[src/rtl/sprite_pkg.sv]
// Shared constants, slot record and scan FSM encoding for the sprite line scanner.
// Latency: n/a (types and constants only).
// Backpressure: n/a.
package sprite_pkg;

    // Status field of a sprite register; only SPR_ACTIVE marks a displayable sprite.
    localparam int          SPR_STATUS_HI = 31;
    localparam int          SPR_STATUS_LO = 29;
    localparam logic [2:0]  SPR_ACTIVE    = 3'b001;

    // Default field placement and widths of the sprite register layout.
    localparam int SPR_X_LSB   = 19;
    localparam int SPR_Y_LSB   = 9;
    localparam int SPR_COORD_W = 10;
    localparam int SPR_ID_W    = 5;

    // One entry of the per-line sprite list: register index, left x, row within sprite.
    typedef struct packed {
        logic [SPR_ID_W-1:0]    id;
        logic [SPR_COORD_W-1:0] x;
        logic [SPR_COORD_W-1:0] row;
    } slot_t;

    typedef enum logic [1:0] {
        ST_IDLE  = 2'd0,
        ST_READ  = 2'd1,
        ST_DRAIN = 2'd2,
        ST_SWAP  = 2'd3
    } scan_state_t;

endpackage

[src/rtl/sprite_slot_match.sv]
// Horizontal range check of one display slot against the queried pixel x.
// Latency: combinational.
// Backpressure: none; pure function of its inputs.
module sprite_slot_match
    import sprite_pkg::*;
#(
    parameter int COORD_W     = SPR_COORD_W,
    parameter int SPRITE_SIZE = 20
) (
    input  logic               en,
    input  logic [COORD_W-1:0] slot_x,
    input  logic [COORD_W-1:0] pixel_x,
    output logic               match,
    output logic [COORD_W-1:0] col
);

    localparam logic [COORD_W:0] SIZE_EXT = (COORD_W+1)'(SPRITE_SIZE);

    // One extra bit so sprites near the right edge do not wrap back to x=0.
    logic [COORD_W:0] x_lo;
    logic [COORD_W:0] x_hi;
    logic [COORD_W:0] px;

    assign x_lo  = {1'b0, slot_x};
    assign x_hi  = x_lo + SIZE_EXT;
    assign px    = {1'b0, pixel_x};
    assign match = en && (px >= x_lo) && (px < x_hi);
    assign col   = pixel_x - slot_x;

endmodule

[src/rtl/sprite_line_scanner.sv]
// Builds the next line's sprite list during blanking and answers per-pixel hit queries.
// Latency: scan_done NUM_SPRITES+2 cycles after scan_start; query result 1 cycle after pixel_valid.
// Backpressure: none; scan_start outside IDLE is ignored, one query accepted every cycle.
// Optional sticky overflow flag: define SPRITE_OVERFLOW_EN.
module sprite_line_scanner
    import sprite_pkg::*;
#(
    parameter int REG_W       = 32,
    parameter int NUM_SPRITES = 32,
    parameter int MAX_ACTIVE  = 4,
    parameter int COORD_W     = SPR_COORD_W,
    parameter int X_LSB       = SPR_X_LSB,
    parameter int Y_LSB       = SPR_Y_LSB,
    parameter int SPRITE_SIZE = 20,
    localparam int AW         = $clog2(NUM_SPRITES)
) (
    input  logic               clk,
    input  logic               reset_n,
    input  logic               scan_start,
    input  logic [COORD_W-1:0] scan_line,
    output logic               reg_rd,
    output logic [AW-1:0]      reg_addr,
    input  logic [REG_W-1:0]   reg_data,
    output logic               scan_busy,
    output logic               scan_done,
    input  logic               pixel_valid,
    input  logic [COORD_W-1:0] pixel_x,
    output logic               hit,
    output logic [AW-1:0]      hit_id,
    output logic [COORD_W-1:0] hit_col,
    output logic [COORD_W-1:0] hit_row,
    output logic               overflow
);

    localparam int               CNT_W     = $clog2(MAX_ACTIVE + 1);
    localparam logic [CNT_W-1:0] CNT_MAX   = CNT_W'(MAX_ACTIVE);
    localparam logic [AW-1:0]    LAST_ADDR = AW'(NUM_SPRITES - 1);
    localparam logic [COORD_W:0] SIZE_EXT  = (COORD_W+1)'(SPRITE_SIZE);

    // Slot records are sized by the package; a wider bank or coordinate cannot be stored.
    if (AW > SPR_ID_W || COORD_W > SPR_COORD_W) begin : g_width_check
        $error("sprite_line_scanner: AW/COORD_W exceed slot_t field widths");
    end

    scan_state_t        state;
    logic [COORD_W-1:0] line_q;
    logic               start_accept;

    assign start_accept = (state == ST_IDLE) && scan_start;

    // Scan sequencer: walks every bank address once, then drains and swaps the list.
    always_ff @(posedge clk or negedge reset_n) begin
        if (!reset_n) begin
            state     <= ST_IDLE;
            reg_rd    <= 1'b0;
            reg_addr  <= '0;
            scan_busy <= 1'b0;
            scan_done <= 1'b0;
            line_q    <= '0;
        end else begin
            scan_done <= 1'b0;
            case (state)
                ST_IDLE: begin
                    if (scan_start) begin
                        line_q    <= scan_line;
                        reg_rd    <= 1'b1;
                        reg_addr  <= '0;
                        scan_busy <= 1'b1;
                        state     <= ST_READ;
                    end
                end
                ST_READ: begin
                    if (reg_addr == LAST_ADDR) begin
                        reg_rd   <= 1'b0;
                        reg_addr <= '0;
                        state    <= ST_DRAIN;
                    end else begin
                        reg_addr <= reg_addr + AW'(1);
                    end
                end
                ST_DRAIN: begin
                    scan_done <= 1'b1;
                    state     <= ST_SWAP;
                end
                ST_SWAP: begin
                    scan_busy <= 1'b0;
                    state     <= ST_IDLE;
                end
                default: begin
                    state <= ST_IDLE;
                end
            endcase
        end
    end

    // reg_data answers the read issued one cycle earlier; remember which index it belongs to.
    logic          eval_vld;
    logic [AW-1:0] eval_id;

    // Align the read index with the returning bank word.
    always_ff @(posedge clk or negedge reset_n) begin
        if (!reset_n) begin
            eval_vld <= 1'b0;
            eval_id  <= '0;
        end else begin
            eval_vld <= reg_rd;
            eval_id  <= reg_addr;
        end
    end

    logic [2:0]         spr_status;
    logic [COORD_W-1:0] spr_x;
    logic [COORD_W-1:0] spr_y;
    logic [COORD_W:0]   line_ext;
    logic [COORD_W:0]   y_lo;
    logic [COORD_W:0]   y_hi;
    logic               eval_match;
    logic [COORD_W-1:0] eval_row;
    slot_t              new_slot;
    logic               unused_data;

    assign spr_status = reg_data[SPR_STATUS_HI:SPR_STATUS_LO];
    assign spr_x      = reg_data[X_LSB +: COORD_W];
    assign spr_y      = reg_data[Y_LSB +: COORD_W];
    assign line_ext   = {1'b0, line_q};
    assign y_lo       = {1'b0, spr_y};
    assign y_hi       = y_lo + SIZE_EXT;
    assign eval_match = eval_vld && (spr_status == SPR_ACTIVE)
                        && (line_ext >= y_lo) && (line_ext < y_hi);
    assign eval_row   = line_q - spr_y;
    assign unused_data = ^reg_data;

    // Assemble the slot record for the sprite currently being evaluated.
    always_comb begin
        new_slot     = '0;
        new_slot.id  = SPR_ID_W'(eval_id);
        new_slot.x   = SPR_COORD_W'(spr_x);
        new_slot.row = SPR_COORD_W'(eval_row);
    end

    slot_t            shadow_list [MAX_ACTIVE];
    slot_t            disp_list   [MAX_ACTIVE];
    logic [CNT_W-1:0] shadow_cnt;
    logic [CNT_W-1:0] disp_cnt;

    // Shadow list fills in ascending index order; the display list only changes on swap.
    always_ff @(posedge clk or negedge reset_n) begin
        if (!reset_n) begin
            shadow_cnt <= '0;
            disp_cnt   <= '0;
            for (int i = 0; i < MAX_ACTIVE; i++) begin
                shadow_list[i] <= '0;
                disp_list[i]   <= '0;
            end
        end else begin
            if (start_accept) begin
                shadow_cnt <= '0;
            end else if (eval_match && (shadow_cnt < CNT_MAX)) begin
                for (int i = 0; i < MAX_ACTIVE; i++) begin
                    if (shadow_cnt == CNT_W'(i)) begin
                        shadow_list[i] <= new_slot;
                    end
                end
                shadow_cnt <= shadow_cnt + CNT_W'(1);
            end
            if (state == ST_SWAP) begin
                disp_list <= shadow_list;
                disp_cnt  <= shadow_cnt;
            end
        end
    end

`ifdef SPRITE_OVERFLOW_EN
    logic ovf_q;

    // Sticky until the next accepted scan: a matching sprite found the list already full.
    always_ff @(posedge clk or negedge reset_n) begin
        if (!reset_n) begin
            ovf_q <= 1'b0;
        end else if (start_accept) begin
            ovf_q <= 1'b0;
        end else if (eval_match && (shadow_cnt == CNT_MAX)) begin
            ovf_q <= 1'b1;
        end
    end

    assign overflow = ovf_q;
`else
    assign overflow = 1'b0;
`endif

    logic               slot_hit [MAX_ACTIVE];
    logic [COORD_W-1:0] slot_col [MAX_ACTIVE];

    for (genvar g = 0; g < MAX_ACTIVE; g++) begin : g_slot
        sprite_slot_match #(
            .COORD_W     (COORD_W),
            .SPRITE_SIZE (SPRITE_SIZE)
        ) u_match (
            .en      (disp_cnt > CNT_W'(g)),
            .slot_x  (disp_list[g].x[COORD_W-1:0]),
            .pixel_x (pixel_x),
            .match   (slot_hit[g]),
            .col     (slot_col[g])
        );
    end

    logic               sel_hit;
    logic [AW-1:0]      sel_id;
    logic [COORD_W-1:0] sel_col;
    logic [COORD_W-1:0] sel_row;

    // Fixed priority: scanning down to slot 0 leaves the lowest matching slot selected.
    always_comb begin
        sel_hit = 1'b0;
        sel_id  = '0;
        sel_col = '0;
        sel_row = '0;
        for (int i = MAX_ACTIVE - 1; i >= 0; i--) begin
            if (slot_hit[i]) begin
                sel_hit = 1'b1;
                sel_id  = disp_list[i].id[AW-1:0];
                sel_col = slot_col[i];
                sel_row = disp_list[i].row[COORD_W-1:0];
            end
        end
    end

    // Register the query answer; everything reads 0 without a query or without a hit.
    always_ff @(posedge clk or negedge reset_n) begin
        if (!reset_n) begin
            hit     <= 1'b0;
            hit_id  <= '0;
            hit_col <= '0;
            hit_row <= '0;
        end else if (pixel_valid && sel_hit) begin
            hit     <= 1'b1;
            hit_id  <= sel_id;
            hit_col <= sel_col;
            hit_row <= sel_row;
        end else begin
            hit     <= 1'b0;
            hit_id  <= '0;
            hit_col <= '0;
            hit_row <= '0;
        end
    end

endmodule

[config.mk]
export PLATFORM = sky130hd
export DESIGN_NAME = sprite_line_scanner
export DESIGN_NICKNAME = d
export VERILOG_FILES = /design/src/rtl/sprite_pkg.sv /design/src/rtl/sprite_slot_match.sv /design/src/rtl/sprite_line_scanner.sv
export SDC_FILE = /design/constraint.sdc
export NUM_CORES = 1
export LEC_CHECK = 0
export CORE_MARGIN = 3
export CORE_UTILIZATION = 30
export CTS_CLUSTER_SIZE = 28
export DETAILED_ROUTE_END_ITERATION = 12
export PLACE_DENSITY = 0.55
export SYNTH_ARGS = -nofsm -noshare
export SYNTH_HDL_FRONTEND = slang
export SYNTH_SLANG_ARGS = --single-unit
[constraint.sdc]
create_clock -name clk -period 5.25 [get_ports clk]
set_input_delay 1.05 -clock clk [delete_from_list [all_inputs] [get_ports clk]]
set_output_delay 1.05 -clock clk [all_outputs]
set_load 0.01 [all_outputs]
Word level (Yosys, flattened, before mapping). Index checks and enable logic that the tools add are counted.

$add $sub $neg: 12. $lt $le $gt $ge: 15. Eq/ne operators: 10. Muxes and demuxes: 33. Bitwise operators: 1. Reductions and logical operators: 28.

Operator list (number): $mux W10 (10); $add A10 B5 Y11 const B (5); $lt A10 B11 Y1 (5); $ge A10 B10 Y1 (5); $sub A10 B10 Y10 (5); $mux W5 (7); $reduce_and A3 Y1 (5); $logic_and A1 B1 Y1 (14); $pmux W5 S2 (1); $mux W1 (8); $pmux W2 S4 (1); $reduce_and A2 Y1 (4); $eq A3 B1 Y1 const B (2); $eq A3 B2 Y1 const B (2); $gt A3 B1 Y1 const B (2); $gt A3 B2 Y1 const B (2); $mux W3 (2); $reduce_bool A2 Y1 (3); $add A5 B1 Y5 const B (1); $eq A5 B5 Y1 const B (1); $eq A2 B2 Y1 const B (2); $mux W2 (2); $ne A2 B2 Y1 const B (2); $pmux W1 S2 (2); other kinds (6) (6).

Bits in registers: 258. Input port bits: 56. Output and inout bits: 35. Word-level logic and storage cells: 137.

Depth between registers and ports, before layout. Gate-level depths: netlist (run 1).

Word-level depth: 9. Gate-level depth with buffers: 13.

Cells and area by module. From an unflattened synthesis (run 1), not the netlist that was laid out.

Cells, all modules: 1264. Area, all modules: 14543.9 um^2.

Modules (own cells, without submodules): sprite_line_scanner (times used 1, cells each 824, area each 11441.0 um^2, seq. area each 6456.2 um^2); sprite_slot_match (times used 4, cells each 110, area each 775.7 um^2, seq. area each 0.0 um^2).

Least setup slack after synthesis (run 1). OpenSTA, ideal clock, no wires.

Path type: input to register. Start point: input reg_data[14]. End point: register shadow_list[10] (netlist bit). Library setup time: 125 ps. Arrival time: 3456 ps. Data required time: 5125 ps. Setup slack: 1669 ps. Cell stages on the path: 13. Path buffers: 2. Cells stage by stage: inv_1 -> nor3_1 -> nand3_1 -> xnor2_1 -> ha_1 -> o221a_4 -> nand2_2 -> a2111oi_4 -> a211oi_4 -> and3_1 -> buf_6 -> buf_12 -> mux2_4.

Word-level cells in the longest chain between the ends: 5. Elaborated cells on any way between the ends: 7. Those cells by class: add/sub: 1; order compare: 2; reduce/logical: 4.

Ends and longest elaborated chain: start, declared (line sprite_line_scanner.sv:23) `input logic [REG_W-1:0] reg_data,`; $add A10 B5 Y11 / $ge A10 B10 Y1 (equally long branches) (line sprite_line_scanner.sv:127, sprite_line_scanner.sv:129); $lt A10 B11 Y1 / $logic_and A1 B1 Y1 (equally long branches) (line sprite_line_scanner.sv:129) `&& (line_ext >= y_lo) && (line_ext < y_hi);`; $logic_and A1 B1 Y1 * (line sprite_line_scanner.sv:129); $logic_and A1 B1 Y1 * (line sprite_line_scanner.sv:158) `end else if (eval_match && (shadow_cnt < CNT_MAX)) begin`; $reduce_and A3 Y1 (no line) *; end signal, assigned by index (line sprite_line_scanner.sv:161) `shadow_list[i] <= new_slot;`; end, declared (line sprite_line_scanner.sv:141) `slot_t shadow_list [MAX_ACTIVE];`.

Mark *: on every way between the ends. The rest lies on a longest branch, timed or not. A chain may end at the register's enable or synchronous reset.

Worst setup path after layout (run 1).
Start point: input pixel_x[8]. End point: register hit_col[7].

Word-level cells in the longest chain between the ends: 9. Elaborated cells on any way between the ends: 26. Those cells by class: order compare: 8; mux: 9; reduce/logical: 9.

Ends and longest elaborated chain: start, declared (line sprite_line_scanner.sv:27) `input logic [COORD_W-1:0] pixel_x,`; $ge A10 B10 Y1 (line sprite_slot_match.sv:27) `assign match = en && (px >= x_lo) && (px < x_hi);`; $logic_and A1 B1 Y1 (2 in series) (line sprite_slot_match.sv:27); $mux W1 (4 in series) (line sprite_line_scanner.sv:220) `if (slot_hit[i]) begin`; $logic_and A1 B1 Y1 (line sprite_line_scanner.sv:236) `end else if (pixel_valid && sel_hit) begin`; $mux W10 * (line sprite_line_scanner.sv:236); end signal, assigned (line sprite_line_scanner.sv:239) `hit_col <= sel_col;`; end, declared (line sprite_line_scanner.sv:30) `output logic [COORD_W-1:0] hit_col,`.

Marked as above.

==> flow_summary_export.csv, run 1 <==
group,metric,value,unit
yosys,synth_edf_count,0,
floorplanning,dieArea,51300,µm²
setup_path,cp-start-kind,"primary input",
power,leakagePower,7.63,nW
sta,drv_slew,0,
sta,finalSetupViolations,0,
setup_path,crit_start,"pixel_x[8]",
placement,io_buffers,80,
clock_network,root_buffer,"clkbuf_16",
clock_network,post-cts-setup-buffer-count,0,
run,maxCapViolations,0,
global_route,overflow,0,
routing,wl_per_cell,18.3,µm
setup_path,path_buf_inv,1,
layout,syn2layout_area_growth,17.4,%
routing,vias_per_cell,4.93,
sta,fin_crit,4.11,ns
sta,fin_crit_sh,0.783,
clock_network,clkLatencyLatePin,0.58,ns
floorplanning,num_rows,80,
global_route,grt_pass1_wl,58500,µm
yosys,ys_warn_count,0,
yosys,synth_area,14600,µm²
clock_network,ctsHoldBuffers,0,
setup_path,r2r-start,"disp_list[62]",
sta,tightestPinTransition,0.771,ns
routing,vias,9978,
routing,drc,0,
yosys,synth.area.top_cells,"dfrtp_1, ha_1, mux2_4",
clock_network,cts_sinks,258,
setup_path,crit_chain,"clkdlybuf4s50_1, ha_1, o21ai_0, o21ai_0, a41oi_1, o32ai_1, or2_0, nor2_1, a2111oi_2",
placement,place.gp.congestion,0.861,
clock_network,cts_resized,0,
sta,setup_tns,0,ns
clock_network,cts_inserted_buffers,30,
floorplanning,start_util,0.305,
global_route,antenna_found_initial,1,
floorplanning,io_pins,91,
global_route,grt_max_degree,130,
yosys,ys_seq_area_frac,0.443,
floorplanning,core_area,47800,µm²
clock_network,cts_buffer_depth,3,
setup_path,cp_slowest_stage_delay,0.73,ns
yosys,synth.distinct_cells,83,
setup_path,worstSetupPathType,"primary input to flop",
status,outcome,"finished clean",
sta,finalHoldViolations,0,
sta,rsz0062_at_grt,"false",
yosys,synthCells,1284,
setup_path,reg2reg_slack,1.39,ns
setup_path,crit_family,"compound AO/OA/AOI/OAI gates",
yosys,synth_nets,1451,
clock_network,cts_tree,"yes",
routing,routed_wl,37100,µm
routing,drt_first_pass_iters,4,
global_route,track_usage,0.145,
yosys,avgSynthCellArea,11.4,µm²
clock_network,htree_levels,1,
sta,setup_ws,1.14,ns
yosys,yosysTopAreaCellShare,0.443,
clock_network,clk_pin_slew,0.06,ns
yosys,ys_ff_latch,258,
setup_path,worst_ep_arrival_time,4.51,ns
yosys,yosysTopAreaCell,"dfrtp_1",
power,vdd_drop_max,0.258,mV
setup_path,reg2regPathDepth,13,
setup_path,cp.required,5.64,ns
yosys,postSynth.asyncResetShare,1.00,
routing,antenna_left,0,
floorplanning,die_x,227,µm
setup_path,path_max_fanout,8,
setup_path,slowest_stage,"clkdlybuf4s50_1",
layout,drive_gt1_frac,0.191,
layout,layout_common_cells,"dfrtp_1, ha_1, nand2_1",
sta,maxSlewHeadroom,0.479,
layout,nets,1550,
placement,dp_hpwl,26400,µm
sta,max_freq,243,MHz
setup_path,critPathCaptureType,"flop",
floorplanning,die_h,227,µm
sta,clock-skew-final,0.0229,ns
worst_hold_path,hp-class,"primary input to asynchronous set/reset pin",
placement,place_ws,0.580,ns
setup_path,crit-reg2reg-capture,"hit_col[3]",
layout,antenna_cells,0,
layout,layout_commonest_cell,"dfrtp_1",
power,power.density,411,nW/µm²
setup_path,cpMostUsedCell,"o21ai_0",
global_route,first_global_vias,10300,
yosys,yosys_most_used_dff,"dfrtp_1",
routing,drtIter0Drc,612,
-- flip-flops by register name (all words and copies together), names as in the netlist --
signal,cells
scan_done,1
hit_id,5
eval_vld,1
reg_addr,5
shadow_cnt,3
disp_cnt,3
shadow_list,100
eval_id,5
reg_rd,1
scan_busy,1
disp_list,100
hit_col,10
line_q,10
hit,1
state,2
hit_row,10
-- report_power, final --
group	switching [mW]	internal, mW
combinational	1.31	1.01
sequential	0.248	2.35
clock	0.881	1.24
total	2.44	4.60
-- kinds of logic (layout without fill, tap and decap cells) --
family | count (synthesis) | after routing | synth area share
simple gates | 274 | 274 | 0.0911
compound gates | 265 | 265 | 0.130
flops | 258 | 258 | 0.443
mux | 176 | 176 | 0.152
buf+inv | 137 | 260 | 0.0488
fa+ha+maj | 111 | 111 | 0.0978
xor+xnor | 62 | 62 | 0.0372
other cells | 1 | 1 | 0.000257
-- worst max path at each step --
| stage | endpoint | slack [ns] | cells after the start |
|---|---|---|---|
| global placement | shadow_list[48] | 0.60 | 13 |
| detailed placement | shadow_list[27] | 0.58 | 13 |
| global route | hit_col[8] | 0.92 | 9 |
| CTS | shadow_list[48] | 1.21 | 13 |
| finish | hit_col[7] | 1.14 | 9 |
| floorplan | shadow_list[10] | 1.67 | 13 |
-- cell usage after synthesis (12+ instances only) --
master,count
xnor2_1,46
mux2i_1,25
o22ai_1,13
nand2_1,96
nor2_1,50
nand4_1,12
o21ai_0,89
xor2_1,16
mux2_4,72
dfrtp_1,258
clkbuf_1,19
ha_1,106
a21o_1,13
nor3_1,29
mux2_2,79
inv_1,92
nand3_1,22
a21oi_1,48
-- layout make-up --
type | instances | area [µm²]
fill | 4714 | 30700
multi-input combinational | 889 | 7440
sequential | 258 | 6460
timing repair buffer | 111 | 1100
clock buffer | 42 | 856
tap | 615 | 769
inverter | 93 | 349
clock inverter | 14 | 160
-- per-layer routing --
metal,global-route usage,part of all wire
met5,0,0.00035
met4,0.0391,0.020
met3,0.0210,0.037
met2,0.235,0.46
met1,0.205,0.48
-- per-stage QoR --
| stage | area [µm²] | total power, mW | hold WS (ns) | cells | utilization |
|---|---|---|---|---|---|
| 2_1_floorplan | 14600 | 4.24 | 0.449 | 1284 | - |
| 3_3_place_gp | 16100 | 4.91 | 0.450 | 1966 | 0.337 |
| 3_5_place_dp | 16100 | 4.96 | 0.439 | 1966 | 0.337 |
| 4_1_cts | 17100 | 7.13 | 0.459 | 2022 | 0.358 |
| 5_1_grt | 17100 | 7.50 | 0.485 | 2022 | 0.358 |
| 6_report | 17100 | 7.04 | 0.451 | 2022 | 0.358 |
Note: power is estimated with default switching activity, not from simulation.
==> run 2, diff against run 1 <==
--- a/config.mk
+++ b/config.mk
@@ -9,7 +9,7 @@
 export CORE_UTILIZATION = 30
 export CTS_CLUSTER_SIZE = 28
 export DETAILED_ROUTE_END_ITERATION = 12
-export PLACE_DENSITY = 0.55
+export PLACE_DENSITY = 0.57
 export SYNTH_ARGS = -nofsm -noshare
 export SYNTH_HDL_FRONTEND = slang
 export SYNTH_SLANG_ARGS = --single-unit
==> constraint.sdc (replaced) <==
create_clock -name clk -period 3.7 [get_ports clk]
set_input_delay 0.74 -clock clk [delete_from_list [all_inputs] [get_ports clk]]
set_output_delay 0.74 -clock clk [all_outputs]
set_load 0.01 [all_outputs]
==> flow_summary_export.csv, run 2 (synthesis results as in run 1) <==
group,metric,value,unit
global_route,grt_pass1_wl,59800,µm
routing,wl_per_cell,17.3,µm
sta,maxSlewHeadroom,0.508,
floorplanning,die_h,227,µm
floorplanning,num_rows,80,
routing,drc,0,
sta,drv_slew,0,
layout,layout_common_cells,"dfrtp_1, buf_4, ha_1",
setup_path,cp-start-kind,"flop",
sta,clock-skew-final,0.00924,ns
clock_network,clk_pin_slew,0.06,ns
routing,antenna_left,0,
clock_network,root_buffer,"clkbuf_16",
worst_hold_path,hp-class,"primary input to asynchronous set/reset pin",
placement,place.gp.congestion,0.863,
floorplanning,dieArea,51300,µm²
layout,syn2layout_area_growth,25.6,%
global_route,antenna_found_initial,0,
sta,tightestPinTransition,0.738,ns
layout,largest_registers,"disp_list: 100 flops, shadow_list: 100 flops",
floorplanning,die_x,227,µm
setup_path,path_max_fanout,12,
global_route,gr-usage-met3,0.0210,
global_route,overflow,0,
placement,dp.cells,2090,
layout,drive_gt1_frac,0.261,
sta,finalSetupViolations,0,
clock_network,clkLatencyLatePin,0.58,ns
sta,fin_crit,3.54,ns
routing,drt_first_pass_iters,4,
setup_path,critPathCaptureType,"flop",
setup_path,reg2regPathDepth,14,
power,power.density,575,nW/µm²
floorplanning,io_pins,91,
layout,post-route-util,0.383,
setup_path,cp.required,4.21,ns
routing,vias,10400,
global_route,first_global_vias,10900,
sta,fin_crit_sh,0.958,
layout,fin_cells,2145,
layout,nets,1674,
setup_path,r2r-start,"disp_list[62]",
routing,vias_per_cell,4.86,
status,outcome,"finished clean",
global_route,grtUsageMet2,0.247,
clock_network,cts_tree,"yes",
sta,finalHoldViolations,0,
global_route,grtUsageMet1,0.202,
clock_network,cts_sinks,258,
global_route,track_usage,0.147,
layout,layout_commonest_cell,"dfrtp_1",
setup_path,reg2reg_slack,0.16,ns
floorplanning,core_area,47800,µm²
setup_path,worstSetupPathType,"flop to flop",
placement,dp_hpwl,27800,µm
routing,drtIter0Drc,663,
sta,max_freq,282,MHz
clock_network,htree_levels,1,
sta,setup_tns,0,ns
global_route,busiest_layer,"met2",
run,maxCapViolations,0,
global_route,grt_max_degree,83,
routing,routed_wl,37200,µm
placement,io_buffers,80,
power,leakagePower,8.30,nW
clock_network,cts_inserted_buffers,30,
power,vdd_drop_max,0.345,mV
setup_path,crit-reg2reg-capture,"hit_col[2]",
layout,fillerInstances,4602,
floorplanning,start_util,0.305,
clock_network,cts_buffer_depth,3,
setup_path,worst_ep_arrival_time,4.06,ns
layout,antenna_cells,0,
run 2: cell count changes in the layout (fill, tap and decap cells not counted), moves of 3 or more:
cell	delta
buf_12	+10
a2111oi_2	-3
buf_4	+114
inv_6	+4
a2111oi_4	+4
run 2: metal layers:
metal	share of wire	vias up
li1	-	5042
met1	0.48	5152
met2	0.47	187
met3	0.035	39
met4	0.017	0
met5	0	-
run 2: area by class of cell:
| class | count | area, µm² | share of cell area |
|---|---|---|---|
| multi-input cells | 889 | 7520 | 0.411 |
| flip-flops and latches | 258 | 6460 | 0.352 |
| repair buffers | 235 | 2160 | 0.118 |
| clock buffers | 40 | 848 | 0.0463 |
| well taps | 615 | 769 | 0.0420 |
| inverters | 93 | 349 | 0.0191 |
| clock inverters | 15 | 220 | 0.0120 |
run 2: stage by stage:
step | hold slack [ns] | power, mW | instance area, µm² | setup WS [ns]
floorplan | 0.444 | 6.02 | 14600 | 0.429
global placement | 0.421 | 7.33 | 17200 | -0.463
detailed placement | 0.430 | 7.42 | 17200 | -0.457
CTS | 0.0856 | 10.6 | 18200 | 0.113
global route | 0.101 | 11.2 | 18300 | -0.00187
finish | 0.0851 | 10.5 | 18300 | 0.157
run 2: repair_timing:
action / in CTS / in global routing
endpoints found under the hold margin: 0 / 0
endpoints found under the setup margin: 1 / 18
buffers inserted: 0 / 0
pin swaps: 0 / 1
gates resized for setup: 1 / 10
gates cloned: 0 / 0
hold buffers: 0 / 0
run 2: worst max path at each step:
stage / from / end / slack, ns / depth (start not counted)
2_1_floorplan: reg_data[14] / shadow_list[10] / 0.43 / 13
3_3_place_gp: pixel_x[8] / hit_col[2] / -0.46 / 12
3_5_place_dp: pixel_x[8] / hit_col[2] / -0.46 / 11
4_1_cts: disp_list[62] / hit_row[7] / 0.11 / 13
5_1_grt: disp_list[62] / hit_row[1] / -0.002 / 13
6_report: disp_list[62] / hit_col[2] / 0.16 / 14
run 2: worst max-delay path: stages (launching register included):
cell and delay (ns):
dfrtp_1 0.42, ha_1 0.27, o21ai_0 0.21, xnor2_1 0.15, ha_1 0.27, a211oi_2 0.22
o21ai_1 0.12, a2111oi_1 0.33, o32ai_1 0.20, buf_4 0.18, o2bb2ai_2 0.27, o31ai_4 0.13
buf_12 0.19, a2111oi_4 0.36, buf_4 0.17
run 2: where the power goes:
part | switching (mW) | internal (mW)
sequential | 0.364 | 3.34
clock | 1.24 | 1.90
combinational | 1.95 | 1.75
